**config.mk**
```make
export PLATFORM = sky130hd
export DESIGN_NAME = ifc_driver
export DESIGN_NICKNAME = d
export VERILOG_FILES = /design/src/rtl/ifc_driver_pkg.sv /design/src/rtl/ifc_drv_acc.sv /design/src/rtl/ifc_driver.sv
export SDC_FILE = /design/constraint.sdc
export NUM_CORES = 1
export LEC_CHECK = 0
export CAP_MARGIN = 20
export CORE_ASPECT_RATIO = 0.75
export CORE_UTILIZATION = 53
export DETAILED_ROUTE_END_ITERATION = 16
export PLACE_DENSITY = 0.87
export SKIP_LAST_GASP = 1
export SYNTH_ARGS = -nofsm -noshare
export SYNTH_HDL_FRONTEND = slang
export SYNTH_SLANG_ARGS = --single-unit
```
**constraint.sdc**
```tcl
create_clock -name CLK -period 4.5 [get_ports CLK]
set_clock_uncertainty 0.15 [all_clocks]
set_input_delay 1.35 -clock CLK [delete_from_list [all_inputs] [get_ports CLK]]
set_output_delay 1.35 -clock CLK [all_outputs]
set_load 0.05 [all_outputs]
```
**src/rtl/ifc_driver_pkg.sv**
```systemverilog
// Purpose : shared types and constants for the ifc_driver block.
// Latency : n/a (declarations only).
// Backpressure: n/a.
package ifc_driver_pkg;

    typedef enum logic [1:0] {
        S_IDLE = 2'd0,
        S_WAIT = 2'd1,
        S_DONE = 2'd2
    } state_t;

    // Result sum width; 255 samples of 255 cannot overflow it.
    localparam int SUM_W = 16;

    // Legal SETTLE range and the width of the settle counter.
    localparam int SETTLE_MIN = 1;
    localparam int SETTLE_MAX = 15;
    localparam int SETTLE_CW  = 4;

endpackage

```
**src/rtl/ifc_drv_acc.sv**
```systemverilog
// Purpose : accumulates responder samples into SUM / XOR / N.
// Latency : 1 cycle from clr/upd to registered outputs.
// Backpressure: none; the parent decides when to clear or update.
// Ports   : clk, rst (sync, active-high), clr (start of command), upd (sample edge),
//           z (sampled response), sum/xr/n (registered accumulator state).
module ifc_drv_acc
    import ifc_driver_pkg::*;
#(
    parameter int QW = 8
) (
    input  logic             clk,
    input  logic             rst,
    input  logic             clr,
    input  logic             upd,
    input  logic [QW-1:0]    z,
    output logic [SUM_W-1:0] sum,
    output logic [QW-1:0]    xr,
    output logic [7:0]       n
);

    logic [SUM_W-1:0] sum_q, sum_d;
    logic [QW-1:0]    xr_q, xr_d;
    logic [7:0]       n_q, n_d;

    always_comb begin
        sum_d = sum_q;
        xr_d  = xr_q;
        n_d   = n_q;
        if (clr) begin
            sum_d = '0;
            xr_d  = '0;
            n_d   = '0;
        end else if (upd) begin
            sum_d = sum_q + SUM_W'(z);
            xr_d  = xr_q ^ z;
            n_d   = n_q + 8'd1;
        end
    end

    always_ff @(posedge clk) begin
        if (rst) begin
            sum_q <= '0;
            xr_q  <= '0;
            n_q   <= '0;
        end else begin
            sum_q <= sum_d;
            xr_q  <= xr_d;
            n_q   <= n_d;
        end
    end

    assign sum = sum_q;
    assign xr  = xr_q;
    assign n   = n_q;

endmodule

```
**src/rtl/ifc_driver.sv**
```systemverilog
// Purpose : drives COUNT X/Y/Q transactions at a responder, holding each for
//           SETTLE cycles, and returns SUM/XOR/N of the sampled IFC_Z values.
// Latency : COUNT*SETTLE+1 cycles from command accept to RES_VALID.
// Backpressure: CMD_READY only in IDLE; result held in DONE until RES_READY.
// Ports   : CMD_* command handshake, IFC_* responder interface (IFC_Z comb. input),
//           RES_* result handshake; CLK with synchronous active-high RST.
module ifc_driver
    import ifc_driver_pkg::*;
#(
    parameter int XW     = 16,
    parameter int QW     = 8,
    parameter int SETTLE = 1
) (
    input  logic             CLK,
    input  logic             RST,
    input  logic             CMD_VALID,
    output logic             CMD_READY,
    input  logic [XW-1:0]    CMD_X,
    input  logic [XW-1:0]    CMD_Y,
    input  logic [QW-1:0]    CMD_Q,
    input  logic [7:0]       CMD_COUNT,
    output logic [XW-1:0]    IFC_X,
    output logic [XW-1:0]    IFC_Y,
    output logic [QW-1:0]    IFC_Q,
    output logic             IFC_STB,
    input  logic [QW-1:0]    IFC_Z,
    output logic             RES_VALID,
    input  logic             RES_READY,
    output logic [SUM_W-1:0] RES_SUM,
    output logic [QW-1:0]    RES_XOR,
    output logic [7:0]       RES_N
);

    // Out-of-range SETTLE values are clamped into the counter's legal range.
    localparam int SETTLE_CLAMP = (SETTLE < SETTLE_MIN) ? SETTLE_MIN :
                                  (SETTLE > SETTLE_MAX) ? SETTLE_MAX : SETTLE;
    localparam logic [SETTLE_CW-1:0] SETTLE_INIT = SETTLE_CW'(SETTLE_CLAMP);

    state_t               state_q, state_d;
    logic [SETTLE_CW-1:0] settle_q, settle_d;
    logic [7:0]           remaining_q, remaining_d;
    logic [XW-1:0]        ifc_x_q, ifc_x_d;
    logic [XW-1:0]        ifc_y_q, ifc_y_d;
    logic [QW-1:0]        ifc_q_q, ifc_q_d;
    logic                 acc_clr;
    logic                 acc_upd;

    always_comb begin
        state_d     = state_q;
        settle_d    = settle_q;
        remaining_d = remaining_q;
        ifc_x_d     = ifc_x_q;
        ifc_y_d     = ifc_y_q;
        ifc_q_d     = ifc_q_q;
        acc_clr     = 1'b0;
        acc_upd     = 1'b0;
        case (state_q)
            S_IDLE: begin
                if (CMD_VALID) begin
                    ifc_x_d     = CMD_X;
                    ifc_y_d     = CMD_Y;
                    ifc_q_d     = CMD_Q;
                    remaining_d = CMD_COUNT;
                    settle_d    = SETTLE_INIT;
                    acc_clr     = 1'b1;
                    state_d     = (CMD_COUNT != 8'd0) ? S_WAIT : S_DONE;
                end
            end
            S_WAIT: begin
                if (settle_q == SETTLE_CW'(1)) begin
                    // Sample edge: IFC_Z reflects the fields held this window.
                    acc_upd     = 1'b1;
                    ifc_x_d     = ifc_x_q - XW'(ifc_q_q);
                    ifc_y_d     = ifc_y_q + XW'(1);
                    remaining_d = remaining_q - 8'd1;
                    if (remaining_q == 8'd1) begin
                        state_d = S_DONE;
                    end else begin
                        settle_d = SETTLE_INIT;
                    end
                end else begin
                    settle_d = settle_q - SETTLE_CW'(1);
                end
            end
            S_DONE: begin
                if (RES_READY) begin
                    state_d = S_IDLE;
                end
            end
            default: state_d = S_IDLE;
        endcase
    end

    always_ff @(posedge CLK) begin
        if (RST) begin
            state_q     <= S_IDLE;
            settle_q    <= '0;
            remaining_q <= '0;
            ifc_x_q     <= '0;
            ifc_y_q     <= '0;
            ifc_q_q     <= '0;
        end else begin
            state_q     <= state_d;
            settle_q    <= settle_d;
            remaining_q <= remaining_d;
            ifc_x_q     <= ifc_x_d;
            ifc_y_q     <= ifc_y_d;
            ifc_q_q     <= ifc_q_d;
        end
    end

    ifc_drv_acc #(
        .QW (QW)
    ) u_acc (
        .clk (CLK),
        .rst (RST),
        .clr (acc_clr),
        .upd (acc_upd),
        .z   (IFC_Z),
        .sum (RES_SUM),
        .xr  (RES_XOR),
        .n   (RES_N)
    );

    assign CMD_READY = (state_q == S_IDLE);
    assign IFC_STB   = (state_q == S_WAIT);
    assign RES_VALID = (state_q == S_DONE);
    assign IFC_X     = ifc_x_q;
    assign IFC_Y     = ifc_y_q;
    assign IFC_Q     = ifc_q_q;

endmodule

```
After elaboration in Yosys (flattened, before gate mapping)
Cells that the tools add are included.

Logic and storage cells: 56. Register bits: 86. Input bits: 60. Output and inout port bits: 75.

Reductions and logical operators: 8. Equality and inequality tests: 9. $add $sub $neg: 6. Bitwise operators: 1. Muxes and demuxes: 23.

Operators by type and width (count): 16-bit two-way mux (4); 16-bit case mux with 2 select lines (2); 16-bit by 1-bit adder with 16-bit output, second input constant (1); 16-bit by 8-bit adder with 16-bit output (1); 8-bit two-way mux (2); 8-bit case mux with 2 select lines (1); 16-bit by 8-bit subtractor with 16-bit output (1); 4-bit two-way mux (3); 2-bit two-way mux (5); 8-bit by 1-bit adder with 8-bit output, second input constant (1); 8-bit by 1-bit == test with 1-bit output, second input constant (1); 4-bit case mux with 2 select lines (1); 8-bit nonzero test (1); 8-bit by 1-bit subtractor with 8-bit output, second input constant (1); 8-bit XOR (1); 2-bit by 1-bit != test with 1-bit output, second input constant (3); 2-bit case mux with 3 select lines (1); 3-bit AND reduction (2); 4-bit by 1-bit == test with 1-bit output, second input constant (1); 1-bit two-way mux (4); 4-bit AND reduction (1); 4-bit by 1-bit subtractor with 4-bit output, second input constant (1); 3-bit != test, second input constant (1); 2-bit by 1-bit == test with 1-bit output, second input constant (1); 6 further kinds (6).

Logic depth before layout (Yosys ltp)
Depth after elaboration: 4. Gate-level depth with buffers: 9. Depth with buffers taken out: 8.

By module
A second synthesis with hierarchy kept.

Cell total of the unflattened synthesis: 627. Area, all modules: 5101.1 um2.

By module, submodules not included: ifc_driver (times used 1, seq. area each 1081.0 um2, area each 3304.4 um2, cells each 429); ifc_drv_acc (times used 1, seq. area each 640.6 um2, area each 1796.7 um2, cells each 198).

Worst setup path after synthesis
Ideal clock, no wire load.

Path kind: input to register. Start point: in IFC_Z[0]. End point: reg u_acc.sum_q[12], in the netlist u_acc.sum[12]. Data required time: 4.222 ns. Stages on the path: 7. Setup slack: 1.419 ns. Arrival time: 2.803 ns. Buffers on the path: 0. Library setup time: 0.128 ns. Cells stage by stage: ha_1 -> fa_1 -> a211oi_1 -> o211ai_1 -> nand4_1 -> xor2_1 -> nor2_1.

Word-level cells in the longest chain between the ends: 1.

Ends and longest elaborated chain: start: declaration (line ifc_driver.sv:26) `input logic [QW-1:0] IFC_Z,`; 16-bit by 8-bit adder with 16-bit output (line ifc_drv_acc.sv:34) `sum_d = sum_q + SUM_W'(z);`; end signal: assignment (line ifc_drv_acc.sv:46) `sum_q <= sum_d;`; end: declaration (line ifc_drv_acc.sv:21) `logic [SUM_W-1:0] sum_q, sum_d;`.

No other way between the ends. A chain may end at the register's enable or synchronous reset.

Final worst setup path
Start point: in IFC_Z[0]. End point: reg u_acc.sum_q[14], in the netlist u_acc.sum[14].

The elaborated chain is that of the path after synthesis.

==> results.py <==
metrics = {
    "setup_path": {
        "r2r_start": "settle_q[0]$_SDFFE_PP0P_",
        "r2r_setup_slack_ns": 1.90,
        "cp_slowest_cell": "fa_1",
        "arrival_ns": 3.61,
        "crit_type": "input pin to flip-flop",
        "crit_path_end_kind": "flip-flop",
        "cp_max_fo": 4,
        "required_ns": 4.57,
        "reg2regPathDepth": 6,
        "r2r_end": "u_acc.n[7]$_SDFFE_PP0N_",
        "cp_cell_sequence": "clkdlybuf4s50_1 > ha_1 > fa_1 > a211oi_1 > o211ai_1 > nand4_1 > xor2_1 > nor2_1",
        "cpPeakStageDelay_ns": 0.45,
        "start_kind": "input pin",
    },
    "layout": {
        "final_common_cell": "clkdlybuf4s50_1",
        "regArea_um2": 1720,
        "area_growth_pct": 35.1,
        "final_nets": 842,
        "nFillCells": 697,
        "drive_gt1_frac": 0.0577,
        "layout_common_cells": "133 x clkdlybuf4s50_1, 86 x dfxtp_1, 83 x nand2_1, 62 x a21oi_1, 60 x nor2_1",
        "multi_input_area_um2": 3040,
        "diodes": 0,
    },
    "synth": {
        "synth.distinct_cells": 61,
        "avgSynthCellArea_um2": 7.75,
        "post_synth_fa_ha_maj_area_fraction": 0.0634,
        "synth_xor_area_frac": 0.0370,
        "yosys.area_share.simple": 0.263,
        "netlist.area_leader.share": 0.346,
        "synth_nets": 725,
        "yosysTopAreaCell": "dfxtp_1",
        "synth-seq-area-share": 0.346,
        "ys.flop_type": "dfxtp_1",
        "synth_compound_area_frac": 0.234,
        "netlist_instances": 641,
        "synth.area.top_cells": "dfxtp_1 35%, a21oi_1 6.3%, nand2_1 6.3%, ha_1 5.5%, nor2_1 4.6%",
        "ys_seq_elements": 86,
        "yosys_warnings": 0,
        "synth-edff-count": 0,
        "syn_area_um2": 4970,
        "synth_mux_area_frac": 0.0101,
        "async_flop_share": 0,
        "synth_top_family_by_area": "simple AND/OR/NAND/NOR gates",
    },
    "die": {
        "core_um2": 9080,
        "die_area_um2": 9770,
        "die_y_um": 85.9,
        "die_w_um": 114,
        "ios": 135,
        "initial_core_util": 0.547,
        "fp-row-count": 30,
    },
    "timing": {
        "finalSetupViolations": 0,
        "relSlewSlack": 0.362,
        "hold_viol_final": 0,
        "min_period_ns": 3.54,
        "holdWs_ns": 0.326,
        "clock.fmax_mhz": 283,
        "maxSlewViolCount": 0,
        "rsz0062_at_grt": "no",
        "fin_crit_sh": 0.787,
        "fin_setup_tns_ns": 0,
        "worstMarginPinSlew_ns": 0.955,
    },
    "power": {
        "combPwrFrac": 0.352,
        "ir_worst_vdd_mv": 0.273,
        "p_clk_frac": 0.297,
        "leakagePower_nw": 2.45,
        "power.switching_w": 0.000943,
        "switching_share": 0.367,
        "p_int_w": 0.00163,
        "cellPowerDensity_nw_per_um2": 383,
        "p_seq_frac": 0.351,
    },
    "clock_network": {
        "cts_tree": "yes",
        "cts_buffers": 9,
        "post_cts_buffers": 0,
        "cts_buffer_depth": 2,
        "cts_max_level": 3,
        "ctsHoldBuffers": 0,
        "cts_resized": 0,
        "clk_pin_slew_ns": 0.06,
        "cts_sinks": 86,
        "clk_latency_ns": 0.34,
        "cts_root_buf": "clkbuf_16",
    },
    "drt": {
        "vias": 5343,
        "via_per_inst": 6.00,
        "drt_first_pass_iters": 5,
        "route.final.wire_length_um": 15000,
        "wl_per_cell_um": 16.8,
        "drc": 0,
        "drt_iter0_drc": 351,
        "antenna_left": 0,
    },
    "global_route": {
        "antenna_found_initial": 0,
        "overflow": 0,
        "grt_pass1_vias": 4933,
        "track_usage": 0.302,
        "grt_pass1_wl_um": 23500,
        "grt_max_degree": 74,
    },
    "min_path": {
        "whs_path_depth": 2,
        "worstHoldStart": "u_acc.sum[0]$_SDFFE_PP0N_",
        "hp-class": "flip-flop to flip-flop",
        "whs_endpoint": "u_acc.sum[0]$_SDFFE_PP0N_",
    },
    "job": {
        "maxCapViolCount": 0,
    },
    "run_status": {
        "status": "completed",
    },
    "placement": {
        "place.gp.congestion": 0.880,
        "io_buffer_count": 134,
        "hpwl_um": 10500,
    },
}
-- cell families after synthesis --
kind of cell / after synthesis
compound gates: 182
xor+xnor: 21
flops: 86
fa+ha+maj: 24
simple gates: 265
mux: 5
buf+inv: 58
-- power by group through the flow --
stage	logic (W)	clock network (W)	registers, W
floorplan	0.000450	0	0.00106
global placement	0.000851	0	0.000910
detailed placement	0.000879	0	0.000913
CTS	0.000888	0.000766	0.000897
global route	0.000963	0.000798	0.000908
finish	0.000905	0.000764	0.000902
-- stage by stage --
stage | cell area [µm²] | setup WS (ns) | total power [W] | util | cells
floorplan | 4970 | 1.42 | 0.00151 | - | 641
global placement | 6400 | 0.793 | 0.00176 | 0.704 | 874
detailed placement | 6400 | 0.685 | 0.00179 | 0.704 | 874
CTS | 6700 | 1.01 | 0.00255 | 0.738 | 890
global route | 6720 | 0.930 | 0.00267 | 0.739 | 891
finish | 6720 | 0.960 | 0.00257 | 0.739 | 891
-- worst max-delay path by stage --
stage / slack (ns) / endpoint / cells after the start / start
6_report: 0.96 / u_acc.sum[14]$_SDFFE_PP0N_ / 8 / IFC_Z[0]
5_1_grt: 0.93 / u_acc.sum[14]$_SDFFE_PP0N_ / 8 / IFC_Z[0]
4_1_cts: 1.01 / u_acc.sum[14]$_SDFFE_PP0N_ / 8 / IFC_Z[0]
3_5_place_dp: 0.69 / u_acc.sum[12]$_SDFFE_PP0N_ / 8 / IFC_Z[0]
3_3_place_gp: 0.79 / remaining_q[6]$_SDFFE_PP0P_ / 7 / CMD_VALID
2_1_floorplan: 1.42 / u_acc.sum[12]$_SDFFE_PP0N_ / 7 / IFC_Z[0]
-- flip-flops by register name (all words and copies together) (netlist names) --
name         flops
IFC_Q            8
IFC_X           16
IFC_Y           16
remaining_q      8
settle_q         4
state_q          2
u_acc.n          8
u_acc.sum       16
u_acc.xr         8
-- cell usage after synthesis (4+ instances only) --
library cell / number
and3_1: 13
inv_1: 20
dfxtp_1: 86
a21oi_1: 63
nor4b_1: 4
mux2i_1: 5
o31a_1: 4
nand2_1: 83
ha_1: 22
a21o_1: 7
xor2_1: 16
o21a_1: 4
nand3_1: 19
o211ai_1: 6
nor2_1: 61
o31ai_1: 4
nor3_1: 21
buf_2: 8
nor4_1: 8
nand2b_1: 5
clkbuf_1: 22
and2_1: 4
nor3b_1: 6
a2bb2oi_1: 4
a31o_2: 4
buf_1: 8
or3_1: 8
nor2b_1: 6
xnor2_1: 5
a211oi_1: 20
a31oi_1: 9
nand4_1: 11
o21ai_0: 31
-- cell type report --
class,instances,share of cell area
clock buffer,13,0.0387
sequential,86,0.256
tap,128,0.0238
multi-input combinational,497,0.452
inverter,20,0.0112
clock inverter,3,0.00633
timing repair buffer,144,0.211
-- critical path: cells and delay by family --
kind	cells	cell delay, ns
simple gates	2	0.22
compound gates	2	0.71
buf+inv	1	0.43
fa+ha+maj	2	0.70
xor+xnor	1	0.18
-- layer usage --
| layer | track usage | vias up | wire length [µm] |
|---|---|---|---|
| met5 | 0 | - | 0 |
| met3 | 0.0544 | 42 | 1140 |
| li1 | - | 2563 | - |
| met4 | 0.138 | 0 | 381 |
| met1 | 0.388 | 2487 | 6370 |
| met2 | 0.498 | 251 | 7070 |
No activity file was read; power rests on OpenSTA's default activity.
